`config.mk`:
```
export PLATFORM = sky130hd
export DESIGN_NAME = multicycle_controller
export DESIGN_NICKNAME = d
export VERILOG_FILES = /design/src/rtl/riscv_mc_pkg.sv /design/src/rtl/mc_aludec.sv /design/src/rtl/multicycle_controller.sv
export SDC_FILE = /design/constraint.sdc
export NUM_CORES = 1
export LEC_CHECK = 0
export BUFFER_PORTS_ARGS = -buffer_cell sky130_fd_sc_hd__buf_2
export CAP_MARGIN = 20
export CELL_PAD_IN_SITES_DETAIL_PLACEMENT = 1
export CELL_PAD_IN_SITES_GLOBAL_PLACEMENT = 2
export CORE_ASPECT_RATIO = 0.75
export CORE_MARGIN = 2
export CORE_UTILIZATION = 27
export DETAILED_ROUTE_END_ITERATION = 10
export PLACE_DENSITY_LB_ADDON = 0.25
export SKIP_CTS_REPAIR_TIMING = 1
export SLEW_MARGIN = 20
export SYNTH_ARGS = -nofsm -noshare
export SYNTH_HDL_FRONTEND = slang
export SYNTH_SLANG_ARGS = --single-unit
```
`constraint.sdc`:
```
create_clock -name clk -period 1.8 [get_ports clk]
set_input_delay 0.18 -clock clk [delete_from_list [all_inputs] [get_ports clk]]
set_output_delay 0.18 -clock clk [all_outputs]
set_load 0.05 [all_outputs]
```
`src/rtl/riscv_mc_pkg.sv`:
```
// Shared types and encodings for the multicycle RV32I controller:
// FSM states, opcodes, datapath select encodings and ALU control codes.
`timescale 1ns/1ps

package riscv_mc_pkg;

  typedef enum logic [3:0] {
    S_FETCH,
    S_DECODE,
    S_MEMADR,
    S_MEMREAD,
    S_MEMWB,
    S_MEMWRITE,
    S_EXECR,
    S_EXECI,
    S_ALUWB,
    S_BRANCH,
    S_JAL,
    S_JALR,
    S_JALRPC,
    S_LUI,
    S_AUIPC,
    S_FAULT
  } state_t;

  typedef enum logic [1:0] {
    ALUOP_ADD,
    ALUOP_SUB,
    ALUOP_FUNCT
  } aluop_t;

  localparam logic [6:0] OP_LOAD   = 7'b0000011;
  localparam logic [6:0] OP_STORE  = 7'b0100011;
  localparam logic [6:0] OP_RTYPE  = 7'b0110011;
  localparam logic [6:0] OP_ITYPE  = 7'b0010011;
  localparam logic [6:0] OP_BRANCH = 7'b1100011;
  localparam logic [6:0] OP_JAL    = 7'b1101111;
  localparam logic [6:0] OP_JALR   = 7'b1100111;
  localparam logic [6:0] OP_LUI    = 7'b0110111;
  localparam logic [6:0] OP_AUIPC  = 7'b0010111;

  localparam logic [1:0] SRCA_PC    = 2'b00;
  localparam logic [1:0] SRCA_OLDPC = 2'b01;
  localparam logic [1:0] SRCA_RD1   = 2'b10;

  localparam logic [1:0] SRCB_RD2  = 2'b00;
  localparam logic [1:0] SRCB_IMM  = 2'b01;
  localparam logic [1:0] SRCB_FOUR = 2'b10;

  localparam logic [1:0] RES_ALUOUT    = 2'b00;
  localparam logic [1:0] RES_DATA      = 2'b01;
  localparam logic [1:0] RES_ALURESULT = 2'b10;
  localparam logic [1:0] RES_IMMEXT    = 2'b11;

  localparam logic [2:0] IMM_I = 3'b000;
  localparam logic [2:0] IMM_S = 3'b001;
  localparam logic [2:0] IMM_B = 3'b010;
  localparam logic [2:0] IMM_J = 3'b011;
  localparam logic [2:0] IMM_U = 3'b100;

  localparam logic [3:0] ALU_ADD  = 4'b0000;
  localparam logic [3:0] ALU_SUB  = 4'b0001;
  localparam logic [3:0] ALU_AND  = 4'b0010;
  localparam logic [3:0] ALU_OR   = 4'b0011;
  localparam logic [3:0] ALU_SLT  = 4'b0101;
  localparam logic [3:0] ALU_XOR  = 4'b0110;
  localparam logic [3:0] ALU_SLL  = 4'b0111;
  localparam logic [3:0] ALU_SRL  = 4'b1000;
  localparam logic [3:0] ALU_SRA  = 4'b1001;
  localparam logic [3:0] ALU_SLTU = 4'b1010;

  // Immediate format is a pure function of the opcode, so it is valid in every state.
  function automatic logic [2:0] immSrcFor(input logic [6:0] opcode);
    logic [2:0] imm;
    case (opcode)
      OP_STORE:         imm = IMM_S;
      OP_BRANCH:        imm = IMM_B;
      OP_JAL:           imm = IMM_J;
      OP_LUI, OP_AUIPC: imm = IMM_U;
      default:          imm = IMM_I;
    endcase
    return imm;
  endfunction

endpackage

```
`src/rtl/mc_aludec.sv`:
```
// Combinational ALU control decode: forced add/sub from the FSM, or the
// operation selected by funct3/funct7b5 for register and immediate ALU ops.
`timescale 1ns/1ps

module mc_aludec
  import riscv_mc_pkg::*;
(
  input  aluop_t     aluOp_i,
  input  logic [2:0] funct3_i,
  input  logic       funct7b5_i,
  input  logic       op5_i,
  output logic [3:0] aluControl_o
);

  // Subtract only for R-type funct3=000 with funct7b5; addi never subtracts.
  always_comb begin
    aluControl_o = ALU_ADD;
    case (aluOp_i)
      ALUOP_ADD: aluControl_o = ALU_ADD;
      ALUOP_SUB: aluControl_o = ALU_SUB;
      default: begin
        case (funct3_i)
          3'b000:  aluControl_o = (funct7b5_i & op5_i) ? ALU_SUB : ALU_ADD;
          3'b001:  aluControl_o = ALU_SLL;
          3'b010:  aluControl_o = ALU_SLT;
          3'b011:  aluControl_o = ALU_SLTU;
          3'b100:  aluControl_o = ALU_XOR;
          3'b101:  aluControl_o = funct7b5_i ? ALU_SRA : ALU_SRL;
          3'b110:  aluControl_o = ALU_OR;
          default: aluControl_o = ALU_AND;
        endcase
      end
    endcase
  end

endmodule

```
`src/rtl/multicycle_controller.sv`:
```
// Multicycle RV32I controller: sequences fetch/decode/execute/memory/writeback
// over a shared memory with wait states, counts retired instructions and
// latches a sticky fault on an illegal opcode.
`timescale 1ns/1ps

module multicycle_controller
  import riscv_mc_pkg::*;
(
  input  logic        clk,
  input  logic        reset,
  input  logic [6:0]  op,
  input  logic [2:0]  funct3,
  input  logic        funct7b5,
  input  logic        Zero,
  input  logic        Negative,
  input  logic        V,
  input  logic        Carry,
  input  logic        mem_ready,
  output logic        mem_req,
  output logic        MemWrite,
  output logic        AdrSrc,
  output logic        IRWrite,
  output logic        PCWrite,
  output logic        RegWrite,
  output logic [1:0]  ALUSrcA,
  output logic [1:0]  ALUSrcB,
  output logic [1:0]  ResultSrc,
  output logic [2:0]  ImmSrc,
  output logic [3:0]  ALUControl,
  output logic        fault,
  output logic [31:0] instret
);

  state_t      state_q, state_d;
  logic [31:0] instret_q, instret_d;
  logic        fault_q, fault_d;
  aluop_t      aluOp;
  logic        branchTaken;

  mc_aludec u_aludec (
    .aluOp_i      (aluOp),
    .funct3_i     (funct3),
    .funct7b5_i   (funct7b5),
    .op5_i        (op[5]),
    .aluControl_o (ALUControl)
  );

  assign ImmSrc  = immSrcFor(op);
  assign fault   = fault_q;
  assign instret = instret_q;

  // Branch condition from the flags of the rs1-rs2 subtraction; funct3 010/011 never branch.
  always_comb begin
    branchTaken = 1'b0;
    case (funct3)
      3'b000:  branchTaken = Zero;
      3'b001:  branchTaken = ~Zero;
      3'b100:  branchTaken = Negative ^ V;
      3'b101:  branchTaken = ~(Negative ^ V);
      3'b110:  branchTaken = ~Carry;
      3'b111:  branchTaken = Carry;
      default: branchTaken = 1'b0;
    endcase
  end

  // Next-state and output decode; strobes and the request are squashed while reset is high.
  always_comb begin
    state_d   = state_q;
    mem_req   = 1'b0;
    MemWrite  = 1'b0;
    AdrSrc    = 1'b0;
    IRWrite   = 1'b0;
    PCWrite   = 1'b0;
    RegWrite  = 1'b0;
    ALUSrcA   = SRCA_PC;
    ALUSrcB   = SRCB_RD2;
    ResultSrc = RES_ALUOUT;
    aluOp     = ALUOP_ADD;
    case (state_q)
      S_FETCH: begin
        mem_req   = 1'b1;
        ALUSrcA   = SRCA_PC;
        ALUSrcB   = SRCB_FOUR;
        ResultSrc = RES_ALURESULT;
        IRWrite   = mem_ready;
        PCWrite   = mem_ready;
        if (mem_ready) state_d = S_DECODE;
      end
      S_DECODE: begin
        ALUSrcA = SRCA_OLDPC;
        ALUSrcB = SRCB_IMM;
        case (op)
          OP_LOAD, OP_STORE: state_d = S_MEMADR;
          OP_RTYPE:          state_d = S_EXECR;
          OP_ITYPE:          state_d = S_EXECI;
          OP_BRANCH:         state_d = S_BRANCH;
          OP_JAL:            state_d = S_JAL;
          OP_JALR:           state_d = S_JALR;
          OP_LUI:            state_d = S_LUI;
          OP_AUIPC:          state_d = S_AUIPC;
          default:           state_d = S_FAULT;
        endcase
      end
      S_MEMADR: begin
        ALUSrcA = SRCA_RD1;
        ALUSrcB = SRCB_IMM;
        state_d = op[5] ? S_MEMWRITE : S_MEMREAD;
      end
      S_MEMREAD: begin
        mem_req   = 1'b1;
        AdrSrc    = 1'b1;
        ResultSrc = RES_ALUOUT;
        if (mem_ready) state_d = S_MEMWB;
      end
      S_MEMWB: begin
        ResultSrc = RES_DATA;
        RegWrite  = 1'b1;
        state_d   = S_FETCH;
      end
      S_MEMWRITE: begin
        mem_req   = 1'b1;
        MemWrite  = 1'b1;
        AdrSrc    = 1'b1;
        ResultSrc = RES_ALUOUT;
        if (mem_ready) state_d = S_FETCH;
      end
      S_EXECR: begin
        ALUSrcA = SRCA_RD1;
        ALUSrcB = SRCB_RD2;
        aluOp   = ALUOP_FUNCT;
        state_d = S_ALUWB;
      end
      S_EXECI: begin
        ALUSrcA = SRCA_RD1;
        ALUSrcB = SRCB_IMM;
        aluOp   = ALUOP_FUNCT;
        state_d = S_ALUWB;
      end
      S_ALUWB: begin
        ResultSrc = RES_ALUOUT;
        RegWrite  = 1'b1;
        state_d   = S_FETCH;
      end
      S_BRANCH: begin
        ALUSrcA   = SRCA_RD1;
        ALUSrcB   = SRCB_RD2;
        aluOp     = ALUOP_SUB;
        ResultSrc = RES_ALUOUT;
        PCWrite   = branchTaken;
        state_d   = S_FETCH;
      end
      S_JAL, S_JALRPC: begin
        PCWrite   = 1'b1;
        ResultSrc = RES_ALUOUT;
        ALUSrcA   = SRCA_OLDPC;
        ALUSrcB   = SRCB_FOUR;
        state_d   = S_ALUWB;
      end
      S_JALR: begin
        ALUSrcA = SRCA_RD1;
        ALUSrcB = SRCB_IMM;
        state_d = S_JALRPC;
      end
      S_LUI: begin
        ResultSrc = RES_IMMEXT;
        RegWrite  = 1'b1;
        state_d   = S_FETCH;
      end
      S_AUIPC: begin
        ALUSrcA = SRCA_OLDPC;
        ALUSrcB = SRCB_IMM;
        state_d = S_ALUWB;
      end
      default: begin
        state_d = S_FAULT;
      end
    endcase
    if (reset) begin
      mem_req  = 1'b0;
      MemWrite = 1'b0;
      IRWrite  = 1'b0;
      PCWrite  = 1'b0;
      RegWrite = 1'b0;
    end
  end

  // An instruction retires on each return to FETCH; the fault flag sticks once FAULT is entered.
  always_comb begin
    instret_d = instret_q;
    if ((state_q != S_FETCH) && (state_d == S_FETCH)) instret_d = instret_q + 32'd1;
    fault_d = fault_q | (state_d == S_FAULT);
  end

  // State, retire counter and fault flag registers.
  always_ff @(posedge clk or posedge reset) begin
    if (reset) begin
      state_q   <= S_FETCH;
      instret_q <= 32'd0;
      fault_q   <= 1'b0;
    end else begin
      state_q   <= state_d;
      instret_q <= instret_d;
      fault_q   <= fault_d;
    end
  end

endmodule

```
==> flow_metrics.py, run 1 <==
metrics = {
    "route": {
        "drt_wl_total_um": 8090,
        "vias": 2505,
        "wl_per_cell_um": 15.9,
        "drt_drc_violations_left": 4,
        "routed_via_density": 4.92,
        "dr.pass1.iters": 7,
        "detail-route-antenna-nets": 0,
        "drtIter0Drc": 74,
    },
    "worst_setup_path": {
        "arrival_ns": 1.73,
        "worstSetupPathType": "flip-flop to output port",
        "crit_fanout": 3,
        "critPathMaxStageDelay_ns": 0.55,
        "endpoint_kind": "output port",
        "reg2reg_slack_ns": -0.04,
        "cp_cell_sequence": "buf_4, or4_4, a31oi_4, buf_6",
        "crit_required_ns": 1.62,
        "cpMaxStageDelayCell": "or4_4",
        "critPathBufInv": 2,
        "path_delay_family": "simple AND/OR/NAND/NOR gates",
        "r2r_start": "state_q[0]",
        "start_kind": "flip-flop",
        "reg2reg_depth": 8,
        "r2r_end": "instret[13]",
    },
    "synth": {
        "synth_mux_area_share_pct": 0.415,
        "ys_types": 49,
        "ys_seq_elements": 37,
        "ys_warn_count": 0,
        "ys_seq_area_share_pct": 38.4,
        "syn_area_mm2": 0.00241,
        "synth_top_family_by_area": "simple AND/OR/NAND/NOR gates",
        "ys.flop_type": "dfrtp_1",
        "synth-xor-area-share_pct": 14.2,
        "syn_nets": 294,
        "async_flop_share_pct": 100,
        "synth_area_per_cell_um2": 8.76,
        "synth_fa_ha_area_share_pct": 0.519,
        "synth_edf_count": 0,
        "syn_inst": 275,
        "synth-simple-area-share_pct": 30.0,
        "synth_compound_area_share_pct": 12.1,
    },
    "floorplan": {
        "die_h_um": 85.8,
        "die-area_mm2": 0.00970,
        "core_area_mm2": 0.00856,
        "rows": 29,
        "ios": 70,
        "start_util_pct": 28.1,
        "die_x_um": 113,
    },
    "final_layout": {
        "multi_input_area_mm2": 0.00178,
        "fill_cells": 975,
        "mostFrequentLayoutCell": "buf_4",
        "instances_no_fill": 509,
        "drive_above_1_share_pct": 55.6,
        "syn_to_final_growth_pct": 67.7,
        "antenna_cells": 0,
        "final_cell_mix": "buf_4, buf_2, nand2_1, dfrtp_1, xnor2_1",
        "layout.nets": 419,
        "seq_area_um2": 943,
    },
    "job": {
        "maxCapViolations": 0,
    },
    "placed_design": {
        "port_buffers": 69,
        "gp_congestion": 0.782,
        "hpwl_um": 5810,
        "dp_cells": 485,
    },
    "sta": {
        "final.setup.tns_ns": -0.419,
        "fmax_mhz": 523,
        "fin_crit_sh_pct": 106,
        "drv_slew": 0,
        "slew_headroom_pct": 67.5,
        "finalHoldViolCount": 0,
        "fin_skew_ns": 0.00692,
        "fin_crit_ns": 1.91,
        "setup_slack_ns": -0.112,
        "rsz0062_at_grt": "yes",
        "tightestPinTransition_ns": 0.488,
        "finalSetupViolations": 18,
    },
    "worst_hold_path": {
        "hp-class": "primary input to asynchronous set/reset pin",
    },
    "clocking": {
        "clockRootBuffer": "clkbuf_16",
        "clkTransAtPathRegs_ns": 0.06,
        "clk_latency_ns": 0.28,
        "cts_buffers": 5,
        "cts.sinks": 37,
        "cts_tree": "yes",
        "cts_buffer_depth": 2,
        "htreeDepth": 2,
    },
    "outcome": {
        "failed_checks": "DRC, setup timing",
        "status": "complete, but fails checks",
    },
    "global_route": {
        "grt_pass1_wl_um": 12500,
        "antenna_found_initial": 0,
        "grt.total_usage_pct": 15.8,
        "grt_max_degree": 38,
        "grt_pass1_vias": 2413,
        "overflow": 0,
    },
    "power": {
        "p_leak_nw": 1.87,
        "powerDensity_mw_per_mm2": 1440,
        "peakVddDrop_mv": 0.466,
    },
}
[sequential cells by signal, indices dropped and copies added, names as in the netlist]
register and cells:
state_q 4, instret 32, fault 1
[worst max path at each step]
| stage | start | to | slack [ns] | cells past startpoint |
|---|---|---|---|---|
| global placement | op[4] | instret[5] | -0.30 | 9 |
| finish | state_q[2] | PCWrite | -0.11 | 4 |
| detailed placement | op[4] | instret[26] | -0.36 | 8 |
| global route | state_q[2] | PCWrite | -0.15 | 4 |
| CTS | state_q[0] | PCWrite | -0.28 | 5 |
| floorplan | state_q[3] | ALUControl[1] | -0.33 | 3 |
[synthesized netlist by cell type, types with 2 or more instances]
library cell / count / area [um^2]
a21oi_1: 9 / 45.0
a2bb2oi_1: 2 / 17.5
and2_1: 4 / 25.0
and3_1: 10 / 62.6
and4_1: 2 / 17.5
buf_1: 4 / 15.0
buf_6: 2 / 22.5
clkbuf_1: 8 / 30.0
dfrtp_1: 37 / 926
inv_1: 5 / 18.8
nand2_1: 28 / 105
nand2b_1: 3 / 18.8
nand3_1: 15 / 75.1
nand4_1: 13 / 81.3
nor2_1: 16 / 60.1
nor2b_1: 6 / 37.5
nor3_1: 16 / 80.1
nor3b_1: 2 / 15.0
nor4_1: 6 / 37.5
o21ai_0: 19 / 95.1
o32ai_1: 2 / 17.5
or4_1: 2 / 15.0
xnor2_1: 23 / 201
xor2_1: 16 / 140
[worst register-to-register path: stages (launching register included)]
cell and delay [ns]:
dfrtp_2 0.42, buf_4 0.15, nand2b_4 0.09, nand2b_1 0.18
o211a_4 0.25, o21ai_4 0.12, buf_6 0.15, nor4_4 0.23
xor2_1 0.17
[layout make-up]
type                            count  area share, %
Multi-Input combinational cell    217           44.0
Timing Repair Buffer              134           25.1
Sequential cell                    37           23.3
Clock buffer                        6           3.44
Tap cell                          108           3.34
Inverter                            5          0.464
Clock inverter                      2          0.341
[where the power goes]
part / switching [W] / internal (W) / leakage [nW] / total, W
Combinational: 0.00219 / 0.00163 / 1.32 / 0.00382
Sequential: 0.000141 / 0.000953 / 0.475 / 0.00109
Clock: 0.000341 / 0.000551 / 0.0768 / 0.000892
[logic make-up after synthesis]
group | Yosys count
compound gates | 44
xor+xnor | 39
fa+ha+maj | 1
buf+inv | 22
flops | 37
mux | 1
simple gates | 131
[routing by layer]
layer / vias to the layer above / global-route usage [%] / part of all wire [%]
met4: 0 / 2.00 / 0
met1: 1222 / 24.1 / 52
met3: 0 / 3.60 / 3.3
met2: 44 / 23.5 / 45
met5: - / 0 / 0
li1: 1239 / - / -
[per-stage QoR]
stage               utilization (%)  power [W]  setup WS (ns)  cell area (um^2)  hold slack (ns)
floorplan                         -    0.00304         -0.331              2640            0.359
global placement               39.8    0.00386         -0.296              3410            0.438
detailed placement             39.8    0.00390         -0.363              3410            0.443
CTS                            41.6    0.00481         -0.279              3560            0.144
global route                   47.2    0.00611         -0.149              4040            0.177
finish                         47.2    0.00581         -0.112              4040            0.114
No activity file was read; power rests on OpenSTA's default activity.
==> run 2: changes to the inputs <==
CORE_UTILIZATION = 25   (was 27)
==> run 2 against run 1 <==
  * The run ends with setup timing left
  * Critical path depth is 1 higher
  * Global-route usage is 1.2 points lower
  * Design area is 0.59% lower
  * Critical path type unchanged
  * Register-to-register slack worse by 0.04 ns
  * Critical endpoint unchanged
  * Utilization is 3.5 points lower
  * Worst setup slack better by 0.00068 ns
==> flow_metrics.py, run 2 (synthesized netlist as in run 1, its figures left out) <==
metrics = {
    "worst_setup_path": {
        "start_kind": "flip-flop",
        "critPathMaxStageDelay_ns": 0.50,
        "endpoint_kind": "output port",
        "cp_cell_sequence": "buf_4, nand2_1, or4_4, a31oi_4, buf_6",
        "crit_fanout": 7,
        "cpMaxStageDelayCell": "or4_4",
        "worstSetupPathType": "flip-flop to output port",
        "arrival_ns": 1.73,
        "crit_required_ns": 1.62,
    },
    "route": {
        "vias": 2514,
        "routed_via_density": 4.81,
        "detail-route-antenna-nets": 0,
        "drt_wl_total_um": 8170,
        "drt_drc_violations_left": 0,
        "wl_per_cell_um": 15.6,
        "dr.pass1.iters": 4,
        "drtIter0Drc": 96,
    },
    "sta": {
        "finalSetupViolations": 13,
        "fmax_mhz": 523,
        "fin_skew_ns": 0.00564,
        "rsz0062_at_grt": "yes",
        "setup_slack_ns": -0.111,
        "slew_headroom_pct": 68.3,
        "tightestPinTransition_ns": 0.475,
        "final.setup.tns_ns": -0.571,
        "drv_slew": 0,
        "fin_crit_ns": 1.91,
        "fin_crit_sh_pct": 106,
        "finalHoldViolCount": 0,
    },
    "placed_design": {
        "gp_congestion": 0.748,
        "hpwl_um": 5820,
        "port_buffers": 69,
        "dp_cells": 501,
    },
    "final_layout": {
        "final_cell_mix": "buf_2, buf_4, nand2_1, dfrtp_1, xnor2_1",
        "instances_no_fill": 523,
        "mostFrequentLayoutCell": "buf_2",
        "largest_reg_flops": 32,
        "syn_to_final_growth_pct": 66.7,
        "layout.nets": 413,
        "antenna_cells": 0,
        "finish.utilization_pct": 43.7,
        "drive_above_1_share_pct": 54.2,
    },
    "power": {
        "p_leak_nw": 1.90,
        "peakVddDrop_mv": 0.398,
        "powerDensity_mw_per_mm2": 1420,
    },
    "global_route": {
        "overflow": 0,
        "grt_pass1_vias": 2397,
        "grt.total_usage_pct": 14.6,
        "grt_max_degree": 38,
        "antenna_found_initial": 0,
        "grt_pass1_wl_um": 12400,
    },
    "clocking": {
        "clkTransAtPathRegs_ns": 0.06,
        "cts_tree": "yes",
        "clk_latency_ns": 0.28,
        "cts_buffer_depth": 2,
        "clockRootBuffer": "clkbuf_16",
        "cts_buffers": 5,
        "htreeDepth": 2,
        "cts.sinks": 37,
    },
    "job": {
        "maxCapViolations": 0,
    },
    "floorplan": {
        "ios": 70,
        "die-area_mm2": 0.0104,
        "die_x_um": 117,
        "core_area_mm2": 0.00920,
        "rows": 30,
        "die_h_um": 89.0,
        "start_util_pct": 26.2,
    },
    "worst_hold_path": {
        "hp-class": "primary input to asynchronous set/reset pin",
    },
    "outcome": {
        "failed_checks": "setup timing",
        "status": "complete, but fails checks",
    },
}
-- run 2: critical path: cells and delay by family, from the launching register on --
kind            cells  cell delay [ns]
simple gates        2             0.58
flops               1             0.38
buf+inv             2             0.33
compound gates      1             0.15
-- run 2: cell type report --
cell class              count  area (um^2)
repair buffers            128          938
fillers                  1052         5180
inverters                   5         18.8
clock buffers               7          153
flip-flops and latches     37          942
well taps                 128          160
clock inverters             1         5.00
multi-input cells         217         1800
-- run 2: path summary, 6_finish.rpt --
kind / start / end / slack [ns] / cells past startpoint
max in group asynchronous: reset / instret[6] / 1.30 / 3
hold reg to reg: instret[31] / instret[31] / 0.46 / 1
hold / removal: reset / instret[27] / 0.13 / 3
setup reg to reg: state_q[1] / instret[28] / -0.08 / 7
min in group clk: op[2] / state_q[3] / 0.40 / 4
setup / recovery: state_q[0] / PCWrite / -0.11 / 5
-- run 2: power by group --
group	leakage, nW	switching [W]	internal [W]
Clock	0.0799	0.000328	0.000586
Sequential	0.476	0.000126	0.000952
Combinational	1.34	0.00222	0.00149
-- run 2: per-layer routing --
metal	share of wire, %	routed length [um]	track usage, %	up-vias
li1	-	-	-	1221
met2	43	3530	21.8	46
met3	2.8	231	3.51	6
met4	0.71	58	2.63	0
met5	0	0	0	-
met1	53	4350	21.7	1241
-- run 2: through the flow --
stage | area, um^2 | total power (W) | hold slack, ns | setup WS (ns)
6_report | 4020 | 0.00571 | 0.128 | -0.111
5_1_grt | 4020 | 0.00601 | 0.188 | -0.178
4_1_cts | 3570 | 0.00483 | 0.137 | -0.308
3_5_place_dp | 3410 | 0.00390 | 0.443 | -0.342
3_3_place_gp | 3410 | 0.00386 | 0.433 | -0.276
2_1_floorplan | 2640 | 0.00304 | 0.359 | -0.331
